### config.mk
export PLATFORM = sky130hd
export DESIGN_NAME = arbitro_tx_serial
export DESIGN_NICKNAME = d
export VERILOG_FILES = /design/src/rtl/arbitro_tx_serial.sv
export SDC_FILE = /design/constraint.sdc
export NUM_CORES = 1
export LEC_CHECK = 0
export ABC_AREA = 1
export BUFFER_PORTS_ARGS = -buffer_cell sky130_fd_sc_hd__buf_2
export CAP_MARGIN = 20
export CORE_MARGIN = 4
export CORE_UTILIZATION = 45
export CTS_CLUSTER_DIAMETER = 50
export DETAILED_ROUTE_END_ITERATION = 8
export PLACE_DENSITY_LB_ADDON = 0.15
export SETUP_SLACK_MARGIN = 0.15
export SKIP_LAST_GASP = 1
export SLEW_MARGIN = 20
export SYNTH_ARGS = -nofsm -noshare
export SYNTH_HDL_FRONTEND = slang
export SYNTH_SLANG_ARGS = --single-unit
### constraint.sdc
create_clock -name clock -period 2.9 [get_ports clock]
set_input_delay 0.435 -clock clock [delete_from_list [all_inputs] [get_ports clock]]
set_output_delay 0.435 -clock clock [all_outputs]
set_load 0.01 [all_outputs]
### src/rtl/arbitro_tx_serial.sv
// arbitro_tx_serial: arbitrates two ASCII request channels (A/B) onto a single
// 7N2 serial transmitter. Alternating priority on simultaneous requests, a
// per-character timeout while waiting for tx_pronto, and one-cycle ack/erro
// completion pulses. All outputs are registered.
module arbitro_tx_serial #(
  parameter int unsigned TIMEOUT_CICLOS = 60000
) (
  input  logic       clock,
  input  logic       reset,
  input  logic       req_a,
  input  logic [6:0] dado_a,
  input  logic       req_b,
  input  logic [6:0] dado_b,
  input  logic       tx_pronto,
  output logic       tx_partida,
  output logic [6:0] tx_dados,
  output logic       ack_a,
  output logic       ack_b,
  output logic       erro,
  output logic       ocupado,
  output logic [3:0] db_estado,
  output logic       db_vez
);

  localparam int unsigned W_CONT = (TIMEOUT_CICLOS > 1) ? $clog2(TIMEOUT_CICLOS) : 1;
  localparam logic [W_CONT-1:0] C_LIMITE = W_CONT'(TIMEOUT_CICLOS - 1);

  typedef enum logic [3:0] {
    INICIAL = 4'h0,
    OCIOSO  = 4'h1,
    CAPTURA = 4'h2,
    PARTIDA = 4'h3,
    ESPERA  = 4'h4,
    FIM     = 4'h5,
    ERRO    = 4'hF
  } t_estado;

  t_estado           r_estado;
  logic              r_vez;       // 0 = A has priority, 1 = B has priority
  logic              r_canal;     // channel currently being served (0 = A)
  logic [W_CONT-1:0] r_contador;
  logic              r_tx_partida;
  logic [6:0]        r_tx_dados;
  logic              r_ack_a;
  logic              r_ack_b;
  logic              r_erro;      // abort flag, visible only in FIM
  logic              r_ocupado;

  // Wait-for-tx_pronto decisions; tx_pronto takes precedence over the timeout.
  logic w_fim_ok;
  logic w_fim_timeout;
  assign w_fim_ok      = tx_pronto;
  assign w_fim_timeout = !tx_pronto && (r_contador == C_LIMITE);

  // Arbitration FSM; outputs are set on the transition into the state that
  // shows them, so each output is valid for exactly the cycle of that state.
  always_ff @(posedge clock or posedge reset) begin
    if (reset) begin
      r_estado     <= INICIAL;
      r_vez        <= 1'b0;
      r_canal      <= 1'b0;
      r_contador   <= '0;
      r_tx_partida <= 1'b0;
      r_tx_dados   <= '0;
      r_ack_a      <= 1'b0;
      r_ack_b      <= 1'b0;
      r_erro       <= 1'b0;
      r_ocupado    <= 1'b0;
    end else begin
      r_tx_partida <= 1'b0;
      r_ack_a      <= 1'b0;
      r_ack_b      <= 1'b0;
      r_erro       <= 1'b0;
      case (r_estado)
        INICIAL: begin
          r_estado  <= OCIOSO;
          r_ocupado <= 1'b0;
        end
        OCIOSO: begin
          if (req_a || req_b) begin
            r_canal   <= (req_a && req_b) ? r_vez : req_b;
            r_estado  <= CAPTURA;
            r_ocupado <= 1'b1;
          end else begin
            r_ocupado <= 1'b0;
          end
        end
        CAPTURA: begin
          r_tx_dados   <= r_canal ? dado_b : dado_a;
          r_tx_partida <= 1'b1;
          r_estado     <= PARTIDA;
        end
        PARTIDA: begin
          r_contador <= '0;
          r_estado   <= ESPERA;
        end
        ESPERA: begin
          if (w_fim_ok || w_fim_timeout) begin
            r_ack_a  <= !r_canal;
            r_ack_b  <= r_canal;
            r_erro   <= w_fim_timeout;
            r_estado <= FIM;
          end else if (r_contador != '1) begin
            r_contador <= r_contador + 1'b1;
          end
        end
        FIM: begin
          r_vez     <= !r_canal;
          r_estado  <= OCIOSO;
          r_ocupado <= 1'b0;
        end
        default: begin
          r_estado  <= INICIAL;
          r_ocupado <= 1'b0;
        end
      endcase
    end
  end

  assign tx_partida = r_tx_partida;
  assign tx_dados   = r_tx_dados;
  assign ack_a      = r_ack_a;
  assign ack_b      = r_ack_b;
  assign erro       = r_erro;
  assign ocupado    = r_ocupado;
  assign db_estado  = r_estado;
  assign db_vez     = r_vez;

endmodule

==> results of run 1 <==
[sequential cells by signal, summed over array words and instances, names as in the netlist]
name        count
ack_a           1
ack_b           1
db_estado       3
db_vez          1
erro            1
ocupado         1
r_canal         1
r_contador     16
tx_dados        7
tx_partida      1
[layout make-up]
class / instances / area, sq um
flip-flops and latches: 33 / 825.8
fillers: 376 / 1683
inverters: 19 / 73.82
repair buffers: 35 / 177.7
well taps: 48 / 60.06
multi-input cells: 198 / 892.1
clock buffers: 7 / 86.33
[cell usage in the layout, fill, tap and decap left out, types with 4 or more instances in the layout]
cell type | synthesis | routed
nand4_1 | 4 | 4
nand2_2 | 4 | 4
buf_2 | 2 | 34
a21oi_1 | 6 | 6
dfrtp_1 | 33 | 33
inv_1 | 16 | 16
nor2_2 | 4 | 4
a31oi_1 | 7 | 7
nand3_1 | 15 | 15
nor2_1 | 44 | 44
o21ai_0 | 7 | 7
clkbuf_8 | 0 | 6
nand2_1 | 93 | 93
[worst max-delay path: cells and delay by family (launching register included)]
kind | cells | cell delay (ns)
buf+inv | 1 | 0.13
flops | 1 | 0.41
simple gates | 4 | 1.13
[metrics by stage]
| stage | setup WS (ns) | instances | util, % | hold WS [ns] |
|---|---|---|---|---|
| 2_1_floorplan | 1.365 | 255 | - | 0.4671 |
| 3_5_place_dp | 1.154 | 333 | 53.43 | 0.4939 |
| 5_1_grt | 0.9263 | 340 | 55.70 | 0.2642 |
| 6_report | 1.143 | 340 | 55.70 | 0.2338 |
| 3_3_place_gp | 1.148 | 333 | 53.43 | 0.4827 |
| 4_1_cts | 1.108 | 340 | 55.70 | 0.2525 |
[report_power, final]
part / switching (mW) / leakage [nW] / internal, mW / total (mW)
Combinational: 0.344 / 0.586 / 0.180 / 0.524
Sequential: 0.0809 / 0.428 / 0.562 / 0.643
Clock: 0.150 / 0.0443 / 0.188 / 0.338
[final timing paths]
check	startpoint	end	slack, ns	cells past startpoint
min in group clock	tx_pronto	erro$_DFF_PP0_	0.34	2
max	db_estado[0]$_DFFE_PP0P_	db_estado[1]$_DFFE_PP0P_	1.14	5
min	reset	ack_a$_DFF_PP0_	0.23	3
min reg2reg	ocupado$_DFFE_PP0N_	ocupado$_DFFE_PP0N_	0.50	2
max reg2reg	db_estado[0]$_DFFE_PP0P_	db_estado[1]$_DFFE_PP0P_	1.14	5
max in group asynchronous	reset	r_contador[0]$_DFFE_PP0P_	2.38	3
[cell usage after synthesis (all sizes together)]
cell type	number
a21oi	7
a31oi	7
buf	4
clkbuf	1
conb	1
dfrtp	33
ha	1
inv	19
nand2	98
nand3	15
nand3b	1
nand4	4
nor2	48
nor3	2
nor3b	2
o21a	1
o21ai	7
o21bai	1
xor2	3
[metal layers]
| metal | vias to the layer above | track usage (%) | wire length, um |
|---|---|---|---|
| met5 | - | 0 | 0 |
| met4 | 0 | 6.472 | 64 |
| met2 | 29 | 26.33 | 1860 |
| met3 | 6 | 3.787 | 177 |
| met1 | 761 | 23.02 | 1947 |
| li1 | 886 | - | - |
[cells by family (layout without fill, tap and decap cells)]
family          Yosys count  in the layout  synth area share [%]
fa+ha+maj                 1              1                0.6844
simple gates            170            170                 39.22
xor+xnor                  3              3                 1.438
compound gates           23             23                 7.255
other cells               1              1                0.2051
flops                    33             33                 45.17
buf+inv                  24             61                 6.024
==> impl_metrics.tcl, run 1 <==
set metrics [dict create \
    synthTopCellsByArea "dfrtp_1 45%, nand2_1 19%, nor2_1 9.0%" \
    slew_viol_final 0 \
    placed_cell_area_sq_mm 0.002029 \
    vdd_drop_max_mv 0.5516 \
    drc 0 \
    initialDrtViolationCount 103 \
    initial_utilization_pct 48.12 \
    clk_pin_slew_worst_paths_ns 0.06 \
    cts_buffers 5 \
    vias 1682 \
    critPathRequiredTime_ns 3.10 \
    p_leak_nw 1.058 \
    cp.arrival_ns 1.95 \
    wl_per_cell_um 11.91 \
    startpoint_type "flop" \
    run_status "finished, final reports clean" \
    area_delta_synth_final_pct 15.74 \
    place.detailed.hpwl_um 2998 \
    p_per_area_mw_per_mm2 711.5 \
    die_w_um 71.74 \
    cts_max_level 2 \
    worstPathCellList "inv_1 > nand2_1 > nor2_1 > nor2_1 > nor3b_1" \
    max_slew_margin_pct 34.53 \
    nets 312 \
    grt_start_max_net_pins 34 \
    core-area_sq_mm 0.003799 \
    cpMostUsedCell "nor2_1" \
    root_buffer "clkbuf_8" \
    clk_latency_ns 0.28 \
    rsz0062_at_grt "false" \
    ctsHoldBuffers 0 \
    num_rows 22 \
    cp_slowest_stage_delay_ns 0.74 \
    drive_gt1_share_pct 18.49 \
    gp_congestion 0.9844 \
    pin_count 36 \
    yosysUniqueCellTypes 27 \
    grt-ovfl-total 0 \
    fp.dieH_um 71.74 \
    setup_violations 0 \
    portBuffers 34 \
    yosys.area.top_type_share_pct 45.17 \
    fin_setup_tns_ns 0 \
    yosys.area.top_type "dfrtp_1" \
    synth.avg_cell_area_sq_um 7.169 \
    ant_nets 0 \
    wl_um 4050 \
    crit_path_end_kind "flop" \
    clock-skew-final_ns 0.001763 \
    first_pass_iters 4 \
    die-area_sq_mm 0.005146 \
    synth-seq-area-share_pct 45.17 \
    grt_pass1_vias 1486 \
    max_slew.worst_pin.slew_ns 0.9784 \
    crit_type "reg2reg" \
    hold_path_class "in2async" \
    post_cts_resized 0 \
    vias_per_cell 4.947 \
    grt_pass1_wl_um 6865 \
    max_freq_mhz 569.1 \
    syn_area_sq_mm 0.001828 \
    maxCapViolations 0 \
    clk_path_buf_depth 2 \
    grt_antenna_before_repair 0 \
    synth-seq-cells 33 \
    critPathSlowestCell "nor2_1" \
    syn_inst 255 \
    cts_tree "built" \
    ys_warn_count 0 \
    fin_area_sq_mm 0.002116 \
    finalCritPeriodShare_pct 60.59 \
    syn_nets 275 \
    cp_max_fo 17 \
    hold_violations 0 \
    totalPowerFinal_mw 1.505 \
    clock_sinks 33 \
    fin_crit_ns 1.757 \
    cts_setup_buffers 0 \
    track_usage_pct 16.96 \
    n_antenna_cell 0 \
]
(Power assumes the default switching activity.)
==> run 2: changes to the inputs <==
==> constraint.sdc (replaced) <==
create_clock -name clock -period 1.7 [get_ports clock]
set_input_delay 0.255 -clock clock [delete_from_list [all_inputs] [get_ports clock]]
set_output_delay 0.255 -clock clock [all_outputs]
set_load 0.01 [all_outputs]
==> run 2 against run 1 <==
Compared with the run above:
- sequential cell count is the same
- via count is 6.8% higher
- hold slack got worse by 0.19 ns
- register-to-register slack worse by 0.92 ns
- setup slack got worse by 0.92 ns
- wire length up 11%
- critical endpoint is now r_contador[11]$_DFFE_PP0P_
- critical path type unchanged
- cell count is 4.7% higher
- critical path depth rose by 5
- non-clock buffer count is 15 higher
- global-route usage up 1.4 points
- sequential power grew 68%
==> impl_metrics.tcl, run 2 (synthesized netlist as in run 1, its figures left out) <==
set metrics [dict create \
    fin_setup_tns_ns 0 \
    vias 1796 \
    final_common_cell "nand2_1" \
    hold_path_class "in2async" \
    cp.arrival_ns 1.66 \
    clock_sinks 33 \
    gp_congestion 0.8766 \
    wl_um 4488 \
    place_ws_ns 0.03752 \
    finalCritPeriodShare_pct 87.03 \
    core-area_sq_mm 0.003799 \
    setup_violations 0 \
    crit_path_end_kind "flop" \
    pin_count 36 \
    run_status "finished, final reports clean" \
    setup_slack_ns 0.2205 \
    p_per_area_mw_per_mm2 1204 \
    maxCapViolations 0 \
    portBuffers 34 \
    fin_crit_ns 1.479 \
    largest_reg_flops 16 \
    drc 0 \
    critPathRequiredTime_ns 1.88 \
    cts_tree "built" \
    clk_path_buf_depth 2 \
    vias_per_cell 5.045 \
    rsz0062_at_grt "true" \
    grt_pass1_vias 1755 \
    wl_per_cell_um 12.61 \
    layout_common_cells "81 x nand2_1, 41 x nor2_1, 34 x buf_2" \
    p_leak_nw 1.139 \
    slew_viol_final 0 \
    crit_type "reg2reg" \
    grt_pass1_wl_um 7534 \
    die_w_um 71.74 \
    initial_utilization_pct 48.12 \
    n_antenna_cell 0 \
    die-area_sq_mm 0.005146 \
    drive_gt1_share_pct 28.90 \
    n_fill_cell 348 \
    clock-skew-final_ns 0.005625 \
    clk_latency_ns 0.28 \
    nets 328 \
    vdd_drop_max_mv 1.024 \
    hold_violations 0 \
    area_delta_synth_final_pct 28.13 \
    initialDrtViolationCount 160 \
    root_buffer "clkbuf_8" \
    fp.dieH_um 71.74 \
    grt-ovfl-total 0 \
    ant_nets 0 \
    place.detailed.hpwl_um 3140 \
    num_rows 22 \
    first_pass_iters 4 \
    cp_max_fo 7 \
    grt_start_max_net_pins 34 \
    max_freq_mhz 675.9 \
    cts_buffers 5 \
    cts_max_level 2 \
    track_usage_pct 18.33 \
    clk_pin_slew_worst_paths_ns 0.07 \
    top_register "r_contador" \
    grt_antenna_before_repair 0 \
    startpoint_type "flop" \
]
## run 2: layout make-up
type	instances	area, sq um	share of cell area (%)
Multi-Input combinational cell	199	991.0	42.31
Timing Repair Buffer	50	294.0	12.55
Sequential cell	33	828.3	35.36
Clock buffer	6	82.58	3.526
Clock inverter	1	7.507	0.3205
Tap cell	48	60.06	2.564
Inverter	19	78.83	3.365
## run 2: path summary, 6_finish.rpt
check | cells past startpoint | slack (ns) | end | start
worst max-delay path | 10 | 0.22 | r_contador[11]$_DFFE_PP0P_ | r_contador[5]$_DFFE_PP0P_
worst min-delay path | 3 | 0.04 | r_contador[10]$_DFFE_PP0P_ | reset
worst max register to register | 10 | 0.22 | r_contador[11]$_DFFE_PP0P_ | r_contador[5]$_DFFE_PP0P_
worst min register to register | 2 | 0.49 | ocupado$_DFFE_PP0N_ | ocupado$_DFFE_PP0N_
max in group asynchronous | 3 | 1.35 | r_contador[4]$_DFFE_PP0P_ | reset
min in group clock | 2 | 0.18 | erro$_DFF_PP0_ | tx_pronto
## run 2: repair_timing
action,in CTS,in global routing
endpoints found under the setup margin,16,20
resized for setup,6,23
setup buffers,3,6
pin swaps,5,5
gates cloned,1,0
hold buffers,0,0
## run 2: power breakdown
part / leakage [nW] / switching, mW / total (mW) / internal, mW
sequential: 0.425 / 0.119 / 1.08 / 0.958
combinational: 0.670 / 0.700 / 1.15 / 0.446
clock: 0.0433 / 0.277 / 0.596 / 0.320
## run 2: metrics by stage
step	total power, mW	cell area (sq um)	utilization, %	cells	hold WS [ns]
2_1_floorplan	1.739	1828	-	255	0.3270
3_3_place_gp	2.060	2074	54.61	339	0.3666
3_5_place_dp	2.069	2074	54.61	339	0.3657
4_1_cts	2.735	2220	58.43	350	0.05906
5_1_grt	3.019	2342	61.66	356	0.08521
6_report	2.819	2342	61.66	356	0.04330
## run 2: metal layers
layer  track usage [%]  vias up  wire length, um
li1                  -      915                -
met3             4.769        6              235
met1             23.29      834             1962
met5                 0        -                0
met2             31.02       41             2241
met4             4.593        0               48
## run 2: worst max-delay path, cell delays in order (launching register included)
cell,delay (ns)
dfrtp_1,0.42
nand2_1,0.16
nor2_4,0.16
nand2_2,0.07
nor2_2,0.11
nand2_2,0.08
nand2_4,0.08
a21oi_2,0.04
buf_6,0.14
nand2_2,0.06
nand2_2,0.05
==> run 3: changes to the inputs <==
--- a/config.mk
+++ b/config.mk
@@ -6,7 +6,7 @@
 export NUM_CORES = 1
 export LEC_CHECK = 0
 export ABC_AREA = 1
-export BUFFER_PORTS_ARGS = -buffer_cell sky130_fd_sc_hd__buf_2
+export BUFFER_PORTS_ARGS = -buffer_cell sky130_fd_sc_hd__clkbuf_2
 export CAP_MARGIN = 20
 export CORE_MARGIN = 4
 export CORE_UTILIZATION = 45
==> run 3 against run 2 <==
Compared with the run above:
- hold slack worse by 0.019 ns
- critical path depth did not move
- cell count grew 0.28%
- cell area grew 2.0%
- total power rose by 6.4%
- sequential share of layout area down 0.58 points
- utilization rose by 1.2 points
- global-route usage fell by 0.28 points
- non-clock buffer count unchanged
- count of clock-buffer cells in the layout did not move
- clock skew decreased by 0.0026 ns
- register-to-register slack lost 0.08 ns
- critical path type unchanged
==> impl_metrics.tcl, run 3 (synthesized netlist as in run 1, its figures left out) <==
set metrics [dict create \
    drc 0 \
    clock_sinks 33 \
    placed_cell_area_sq_mm 0.002074 \
    r2r-start "r_contador[5]$_DFFE_PP0P_" \
    wl_um 4507 \
    top_layer "met4" \
    wl_met2_um 2280 \
    max_freq_mhz 640.8 \
    reg2regPathDepth 10 \
    critPathRequiredTime_ns 1.88 \
    area_delta_synth_final_pct 30.66 \
    ff2ff_setup_slack_ns 0.14 \
    fin_crit_ns 1.561 \
    grt-ovfl-total 0 \
    ant_nets 0 \
    setup_violations 0 \
    maxCapViolations 0 \
    crit_path_end_kind "flop" \
    final_common_cell "nand2_1" \
    multiInputGateArea_sq_mm 0.001006 \
    clk_latency_ns 0.29 \
    vias 1810 \
    crit_type "reg2reg" \
    largest_reg_flops 16 \
    n_fill_cell 333 \
    cts_buffers 5 \
    p_per_area_mw_per_mm2 1256 \
    drive_gt1_share_pct 30.10 \
    fp.dieH_um 71.74 \
    startpoint_type "flop" \
    wl_per_cell_um 12.62 \
    cts_max_level 2 \
    hold_violations 0 \
    grt_antenna_before_repair 0 \
    fin_setup_tns_ns 0 \
    regArea_sq_um 830.8 \
    grt_pass1_vias 1699 \
    nets 328 \
    initial_utilization_pct 48.12 \
    track_usage_pct 18.05 \
    root_buffer "clkbuf_8" \
    place.detailed.hpwl_um 3070 \
    layout_common_cells "85 x nand2_1, 39 x nor2_1, 34 x clkbuf_2" \
    vias_per_cell 5.070 \
    clk_path_buf_depth 2 \
    gp_congestion 0.8802 \
    grt_pass1_wl_um 7493 \
    run_status "finished, final reports clean" \
    pin_count 36 \
    p_leak_nw 1.169 \
    grt_start_max_net_pins 34 \
    routed-wl-met3_um 200 \
    num_rows 22 \
    die_w_um 71.74 \
    core-area_sq_mm 0.003799 \
    initialDrtViolationCount 93 \
    cp_max_fo 7 \
    clk_pin_slew_worst_paths_ns 0.07 \
    portBuffers 34 \
    clock-skew-final_ns 0.003070 \
    met1_length_um 1988 \
    die-area_sq_mm 0.005146 \
    finalCritPeriodShare_pct 91.80 \
    cts_tree "built" \
    vdd_drop_max_mv 0.9365 \
    hold_path_class "in2async" \
    n_antenna_cell 0 \
    r2r_end "r_contador[12]$_DFFE_PP0P_" \
    slew_viol_final 0 \
    fin_area_sq_mm 0.002389 \
    postLayoutCoreUtil_pct 62.88 \
    top_register "r_contador" \
    rsz0062_at_grt "true" \
    first_pass_iters 4 \
    cp.arrival_ns 1.74 \
]
-- run 3: power by group --
group,internal [mW],switching (mW),leakage [nW]
logic,0.452,0.697,0.690
registers,0.958,0.125,0.422
clock network,0.476,0.291,0.0574
-- run 3: metrics by stage --
step           setup WS (ns)  cells  total power, mW  hold slack, ns
2_1_floorplan         0.1649    255            1.739          0.3270
3_3_place_gp         0.06377    339            2.065          0.3524
3_5_place_dp         0.03742    339            2.069          0.3594
4_1_cts               0.1600    350            2.870         0.05103
5_1_grt              0.05731    357            3.195         0.07783
6_report              0.1393    357            2.999         0.02419
-- run 3: how the worst max path moves through the flow --
stage	from	end	slack, ns	cells past startpoint
finish	r_contador[5]$_DFFE_PP0P_	r_contador[12]$_DFFE_PP0P_	0.14	10
global route	r_contador[5]$_DFFE_PP0P_	r_contador[12]$_DFFE_PP0P_	0.06	10
CTS	r_contador[1]$_DFFE_PP0P_	r_contador[12]$_DFFE_PP0P_	0.16	11
detailed placement	r_contador[0]$_DFFE_PP0P_	r_contador[10]$_DFFE_PP0P_	0.04	11
global placement	r_contador[0]$_DFFE_PP0P_	r_contador[0]$_DFFE_PP0P_	0.06	9
floorplan	r_contador[0]$_DFFE_PP0P_	r_contador[7]$_DFFE_PP0P_	0.16	12
-- run 3: layer usage --
layer	up-vias	GRT usage [%]
met4	0	4.384
met1	858	23.49
met5	-	0
met2	32	30.31
met3	4	4.208
li1	916	-
-- run 3: repair_timing --
action / 4_1_cts / 5_1_grt
pin swaps: 2 / 9
endpoints found under the hold margin: 0 / 0
buffers inserted: 3 / 6
resized for setup: 9 / 24
gates cloned: 0 / 1
setup endpoints to repair: 16 / 18
hold buffers: 0 / 0
-- run 3: layout make-up --
class	instances	share of cell area [%]
multi-input combinational	199	42.12
timing repair buffer	50	12.31
clock buffer	6	3.457
tap	48	2.514
inverter	19	3.248
clock inverter	2	1.572
sequential	33	34.78
-- run 3: worst max-delay path, stage by stage (launching register included) --
cell     delay, ns
dfrtp_1       0.46
nand2_2       0.14
nor2_4        0.16
nand2_2       0.08
nor2_2        0.13
nand2_2       0.08
nand2_4       0.09
a21oi_2       0.05
buf_6         0.14
nand2_1       0.07
nand2_1       0.05
